$ cat config.mk
export PLATFORM = sky130hd
export DESIGN_NAME = instr_fetch
export DESIGN_NICKNAME = d
export VERILOG_FILES = /design/src/rtl/fetch_pkg.sv /design/src/rtl/instr_decode.sv /design/src/rtl/instr_fetch.sv
export SDC_FILE = /design/constraint.sdc
export NUM_CORES = 1
export LEC_CHECK = 0
export BUFFER_PORTS_ARGS = -buffer_cell sky130_fd_sc_hd__buf_2
export CAP_MARGIN = 20
export CORE_MARGIN = 8
export CORE_UTILIZATION = 35
export CTS_CLUSTER_DIAMETER = 60
export DETAILED_ROUTE_END_ITERATION = 8
export PLACE_DENSITY = 0.65
export SLEW_MARGIN = 20
export SYNTH_ARGS = -nofsm -noshare
export SYNTH_HDL_FRONTEND = slang
export SYNTH_HIERARCHICAL = 1
export SYNTH_SLANG_ARGS = --single-unit
$ cat constraint.sdc
create_clock -name clk -period 3.95 [get_ports clk]
set_clock_uncertainty 0.15 [all_clocks]
set_input_delay 0.395 -clock clk [delete_from_list [all_inputs] [get_ports clk]]
set_output_delay 0.395 -clock clk [all_outputs]
set_load 0.005 [all_outputs]
$ cat src/rtl/fetch_pkg.sv
// Shared fetch/branch definitions: opcodes, branch classes, fetch FSM states, field positions.
// No logic; latency n/a.
// Backpressure n/a.
package fetch_pkg;

    localparam logic [5:0] OPC_JMP   = 6'h20;
    localparam logic [5:0] OPC_BCOND = 6'h21;
    localparam logic [5:0] OPC_CALL  = 6'h22;
    localparam logic [5:0] OPC_JR    = 6'h23;
    localparam logic [5:0] OPC_HALT  = 6'h24;

    typedef enum logic [2:0] {
        BR_NONE  = 3'b000,
        BR_JMP   = 3'b001,
        BR_BCOND = 3'b010,
        BR_CALL  = 3'b011,
        BR_JR    = 3'b100,
        BR_HALT  = 3'b101
    } br_sig_t;

    typedef enum logic [1:0] {
        FETCH = 2'd0,
        HOLD  = 2'd1,
        ERR   = 2'd2
    } fetch_state_t;

    localparam int OPC_MSB  = 31;
    localparam int OPC_LSB  = 26;
    localparam int FUNC_MSB = 5;
    localparam int FUNC_LSB = 0;
    localparam int IMM_MSB  = 21;
    localparam int IMM_LSB  = 6;
    localparam int IMM_W    = IMM_MSB - IMM_LSB + 1;

endpackage

$ cat src/rtl/instr_decode.sv
// Splits an instruction word into opcode/func/sign-extended imm and classifies the branch type.
// Latency: purely combinational.
// Backpressure: none; outputs follow instr.
module instr_decode
    import fetch_pkg::*;
(
    input  logic [31:0] instr,
    output logic [5:0]  opcode,
    output logic [5:0]  func,
    output logic [31:0] imm,
    output logic [2:0]  branch_sig
);

    assign opcode = instr[OPC_MSB:OPC_LSB];
    assign func   = instr[FUNC_MSB:FUNC_LSB];
    assign imm    = {{(32 - IMM_W){instr[IMM_MSB]}}, instr[IMM_MSB:IMM_LSB]};

    always_comb begin
        branch_sig = BR_NONE;
        case (opcode)
            OPC_JMP:   branch_sig = BR_JMP;
            OPC_BCOND: branch_sig = BR_BCOND;
            OPC_CALL:  branch_sig = BR_CALL;
            OPC_JR:    branch_sig = BR_JR;
            OPC_HALT:  branch_sig = BR_HALT;
            default:   branch_sig = BR_NONE;
        endcase
    end

endmodule

$ cat src/rtl/instr_fetch.sv
// Fetch stage: owns the PC, fetches one word over req/ack, holds it decoded until update_pc/flush.
// Latency: instr_valid rises the cycle after imem_ack; next request the cycle after update_pc.
// Backpressure: holds the instruction indefinitely until update_pc; flush redirects at any time.
module instr_fetch
    import fetch_pkg::*;
#(
    parameter logic [31:0] RESET_PC = 32'd0,
    parameter int          TIMEOUT  = 16
) (
    input  logic        clk,
    input  logic        rst,
    input  logic [31:0] next_pc,
    input  logic        update_pc,
    input  logic        flush,
    output logic        imem_req,
    output logic [31:0] imem_addr,
    input  logic        imem_ack,
    input  logic [31:0] imem_rdata,
    output logic [31:0] pc_q,
    output logic        instr_valid,
    output logic [31:0] instr,
    output logic [5:0]  opcode,
    output logic [5:0]  func,
    output logic [31:0] imm,
    output logic [2:0]  branch_sig,
    output logic        fetch_err
);

    localparam logic [15:0] CNT_LAST = 16'(TIMEOUT - 1);

    fetch_state_t state;
    logic [15:0]  cnt;
    logic         discard;
    logic         req_live;

    // A flushed request stays outstanding in memory; we stop asking until its ack drains.
    assign req_live  = (state == FETCH) && !discard;
    assign imem_req  = req_live && !rst;
    assign imem_addr = pc_q;

    always_ff @(posedge clk) begin
        if (rst) begin
            pc_q        <= RESET_PC;
            state       <= FETCH;
            instr       <= '0;
            instr_valid <= 1'b0;
            fetch_err   <= 1'b0;
            discard     <= 1'b0;
            cnt         <= '0;
        end else if (flush) begin
            pc_q        <= next_pc;
            instr_valid <= 1'b0;
            cnt         <= '0;
            state       <= FETCH;
            fetch_err   <= 1'b0;
            // An ack in the flush cycle is simply dropped; only a still-pending request needs draining.
            discard     <= (state == FETCH) && !imem_ack && (discard || req_live);
        end else begin
            case (state)
                FETCH: begin
                    if (imem_ack) begin
                        cnt <= '0;
                        if (discard) begin
                            discard <= 1'b0;
                        end else begin
                            instr       <= imem_rdata;
                            instr_valid <= 1'b1;
                            state       <= HOLD;
                        end
                    end else if (cnt == CNT_LAST) begin
                        cnt       <= '0;
                        state     <= ERR;
                        fetch_err <= 1'b1;
                    end else begin
                        cnt <= cnt + 16'd1;
                    end
                end
                HOLD: begin
                    if (update_pc) begin
                        pc_q        <= next_pc;
                        instr_valid <= 1'b0;
                        state       <= FETCH;
                    end
                end
                ERR: begin
                end
                default: state <= FETCH;
            endcase
        end
    end

    instr_decode u_decode (
        .instr      (instr),
        .opcode     (opcode),
        .func       (func),
        .imm        (imm),
        .branch_sig (branch_sig)
    );

endmodule
# Word-level counts from Yosys, hierarchy flattened
# Cells that the tools add are included.
# op_classes
addsub	1
eq_ne	13
mux	18
n_bitwise	4
n_reduce_logical	21
# ops
operator	n
$mux W32	3
$mux W16	2
$eq A6 B6 Y1 const B	5
$add A16 B1 Y16 const B	1
$eq A16 B4 Y1 const B	1
$pmux W3 S5	1
$reduce_and A4 Y1	3
$reduce_bool A2 Y1	5
$mux W2	4
$mux W1	6
$ne A2 B2 Y1 const B	3
$pmux W2 S3	1
$logic_and A1 B1 Y1	4
$not A1 Y1	4
$reduce_and A2 Y1	2
$logic_not A1 Y1	3
$ne A3 B2 Y1 const B	1
$ne A3 B3 Y1 const B	1
$reduce_and A3 Y1	1
$eq A2 B1 Y1 const B	1
$eq A2 B2 Y1 const B	1
$logic_not A2 Y1	1
$pmux W1 S2	1
$reduce_or A2 Y1	1
$logic_or A1 B1 Y1	1
# word_totals
register_bits	85
in_bits	69
elab_cells	64

# Logic depth before layout (Yosys ltp)
# depth
depth_word	5
depth_mapped	7
depth_no_buf	5

# Cells and area by module
# The synthesis kept the hierarchy.
# by_module_without_submodules
module	instances	cells_per_inst	area_each_um2	seq_area_each_um2
instr_fetch	1	446	3540.9	1701.6
instr_decode	1	51	381.6	0.0

# Worst setup path before layout
# No wires, ideal clock.
# synth_timing
kind	reg2reg
from	reg cnt[0]
to	reg cnt[1]
setup_time_ns	0.118
arrival_time_ns	1.415
required_time_ns	3.682
setup_slack_ns	2.268
path_stages_with_launch	7
path_buffers	1
synth_period_minus_slack_ns	1.682
path_cell_list	dfxtp_1 -> ha_1 -> and4b_1 -> nand4_2 -> buf_4 -> a32oi_1 -> nor2_1
# synth_via
elab_chain_cells	3
elab_cells_between_ends	4
classes_between	1 x add/sub; 1 x eq/ne; 2 x mux
# synth_rtl
item	line_no	text
start: declaration	instr_fetch.sv:32	logic [15:0] cnt;
start signal: assignment	instr_fetch.sv:75	cnt <= cnt + 16'd1;
$add A16 B1 Y16 or $eq A16 B4 Y1 (tied branches)	instr_fetch.sv:75, instr_fetch.sv:70	
$mux W16 *	instr_fetch.sv:70	end else if (cnt == CNT_LAST) begin
$mux W16 *	instr_fetch.sv:61	if (imem_ack) begin
# Every way passes the cells marked *; elsewhere a longest branch is shown, timed or not.
# A chain may end at the register's enable or synchronous reset.

# Worst setup path after layout
# layout_timing
from	in rst
to	out imem_req
# layout_via
elab_chain_cells	2
# layout_rtl
item	line_no	text
start: declaration	instr_fetch.sv:11	input logic rst,
$logic_not A1 Y1	instr_fetch.sv:38	assign imem_req = req_live && !rst;
$logic_and A1 B1 Y1	instr_fetch.sv:38	
end: declaration	instr_fetch.sv:15	output logic imem_req,
# No other way between the ends.

==> results.sh <==
export IMPL_drtAntennaViolNets=0
export IMPL_synthMuxAreaShare=0
export IMPL_synth_top_area_share=0.434
export IMPL_clock_sinks=85
export IMPL_finalPower_mw=1.78
export IMPL_synth_area_um2=3920
export IMPL_grt_pass1_wl_mm=17.2
export IMPL_status="finished, final reports clean"
export IMPL_rsz0062_at_grt="false"
export IMPL_grtUsageTotal=0.141
export IMPL_ys_flop_type="dfxtp_1"
export IMPL_clock_latency_ns=0.35
export IMPL_drc=0
export IMPL_cts_tree="built"
export IMPL_cts_resized=0
export IMPL_dieArea_um2=14900
export IMPL_drtIter0Drc=177
export IMPL_die_y_um=122
export IMPL_peakVddDrop_mv=0.173
export IMPL_synthAdderAreaFrac=0.00319
export IMPL_routabilityCongestion=0.772
export IMPL_synth_compound_area_share=0.137
export IMPL_max_slew_margin_rel=0.581
export IMPL_ys_ff_latch=85
export IMPL_final_layout_size_suffix_gt1_frac=0.384
export IMPL_grt_max_degree=39
export IMPL_synthArstFlopShare=0
export IMPL_end_kind="primary output"
export IMPL_multi_input_area_um2=1530
export IMPL_holdWs_ns=0.118
export IMPL_synth_distinct_cells=38
export IMPL_syn_nets=567
export IMPL_power_leakage_nw=2.25
export IMPL_post_route_period_util=0.547
export IMPL_finalSetupViolCount=0
export IMPL_cts_buffer_depth=2
export IMPL_holdCritPathClass="input port to register"
export IMPL_viasPerCell=4.76
export IMPL_synth_top_family_by_area="simple AND/OR/NAND/NOR gates"
export IMPL_ctsRootBufferMaster="clkbuf_8"
export IMPL_crit_type="input port to primary output"
export IMPL_hold_buffers=0
export IMPL_arrival_ns=1.62
export IMPL_rrSetupSlack_ns=1.86
export IMPL_tns_ns=0
export IMPL_hold_violations=0
export IMPL_finalCriticalPeriod_ns=2.16
export IMPL_fin_nets=692
export IMPL_syn_avg_cell_area_um2=7.89
export IMPL_tightestPinTransition_ns=0.628
export IMPL_yosysSeqAreaShare=0.434
export IMPL_seqCellArea_um2=1700
export IMPL_clock_fmax_mhz=463
export IMPL_grt_overflow=0
export IMPL_synth_edf_count=0
export IMPL_syn_to_final_growth_pct=20.1
export IMPL_core_area_um2=10900
export IMPL_powerDensity_nw_per_um2=378
export IMPL_critPathLaunchType="input port"
export IMPL_slew_viol_final=0
export IMPL_htreeDepth=3
export IMPL_synth_xor_xnor_area_share=0.0134
export IMPL_fillers=1113
export IMPL_die_x_um=122
export IMPL_antenna_found_initial=1
export IMPL_numCtsBuffers=9
export IMPL_start_util=0.360
export IMPL_maxCapViolations=0
export IMPL_required_ns=3.40
export IMPL_via_count=3650
export IMPL_yosys_area_top_type="dfxtp_1"
export IMPL_n_antenna_cell=0
export IMPL_ios=215
export IMPL_syn_inst=497
export IMPL_grt_pass1_vias=3427
export IMPL_dp_hpwl_mm=8.53
export IMPL_crit_path_max_fanout=38
export IMPL_wl_per_cell_um=14.6
export IMPL_yosys_warnings=6
export IMPL_place_port_buffers=214
export IMPL_drtPass1Iterations=4
export IMPL_cts_setup_buffers=0
export IMPL_num_rows=38
export IMPL_final_util=0.433
export IMPL_synth_simple_area_share=0.233
export IMPL_drt_total_wl_mm=11.2
export IMPL_synthTopCellsByArea="dfxtp_1 (43%), buf_4 (15%), nand2_1 (14%), a21oi_1 (8.8%), a31oi_1 (1.8%)"
export IMPL_clk_pin_slew_ns=0.10
[routing by layer]
metal | routed length (um) | GRT usage
met4 | 100 | 0.0370
met3 | 1060 | 0.0435
met5 | 10 | 0
met2 | 5950 | 0.264
met1 | 4050 | 0.149
[report_power, final]
part	switching [mW]	total (mW)	internal (mW)
registers	0.0307	0.925	0.894
clock network	0.321	0.632	0.311
logic	0.119	0.224	0.104
[path summary, 6_finish.rpt]
check / startpoint / end / cells past startpoint
worst min register to register: instr[23] / instr[23] / 2
worst max register to register: cnt[0] / cnt[5] / 5
worst max-delay path: rst / imem_req / 4
worst min-delay path: next_pc[14] / imem_addr[14] / 3
[Yosys cell counts (all sizes together) (3+ instances only)]
master  count
xnor2       5
nor4        5
or3b        3
nand3       5
dfxtp      85
nand4       6
nor2       10
clkbuf     12
nand2     144
and3        3
o21ai       9
buf        91
a21oi      69
nor3       12
nand3b      8
a31oi      11
[stage by stage]
step | area [um2] | instances | worst slack (ns)
after global routing | 4710 | 767 | 1.65
after floorplan | 3920 | 497 | 2.27
after detailed placement | 4510 | 751 | 1.65
after global placement | 4500 | 751 | 1.69
after CTS | 4710 | 767 | 1.67
final | 4710 | 767 | 1.79
[state kept, by name (all words and copies together), names as in the netlist]
register     count
discard          1
cnt             16
instr           32
state            2
instr_valid      1
imem_addr       32
fetch_err        1
[layout by cell type (no fill, tap or decap), types with 3 or more instances in the layout]
| cell type | count |
|---|---|
| xnor2_1 | 5 |
| nand3b_1 | 8 |
| a31oi_1 | 10 |
| buf_2 | 214 |
| nor4_1 | 3 |
| nand3_1 | 4 |
| o21ai_0 | 8 |
| nor3_1 | 11 |
| nor2_1 | 10 |
| nand4_1 | 5 |
| a21oi_1 | 69 |
| buf_4 | 3 |
| clkbuf_8 | 10 |
| nand2_1 | 144 |
| dfxtp_1 | 85 |
[logic make-up (layout without fill, tap and decap cells)]
kind of cell / count (synthesis) / in the layout
flops: 85 / 85
fa+ha+maj: 1 / 1
simple gates: 201 / 201
buf+inv: 105 / 235
compound gates: 99 / 99
xor+xnor: 6 / 6
[final cells by class]
| type | count | area share |
|---|---|---|
| flip-flops and latches | 85 | 0.361 |
| multi-input cells | 307 | 0.325 |
| repair buffers | 217 | 0.232 |
| well taps | 140 | 0.0372 |
| clock buffers | 11 | 0.0300 |
| clock inverters | 5 | 0.0125 |
| inverters | 2 | 0.00159 |
[worst max-delay path, cell delays in order]
cell and delay, ns:
buf_2 0.47, buf_4 0.47, nor3_1 0.12, buf_2 0.15
No activity file was read; power rests on OpenSTA's default activity.
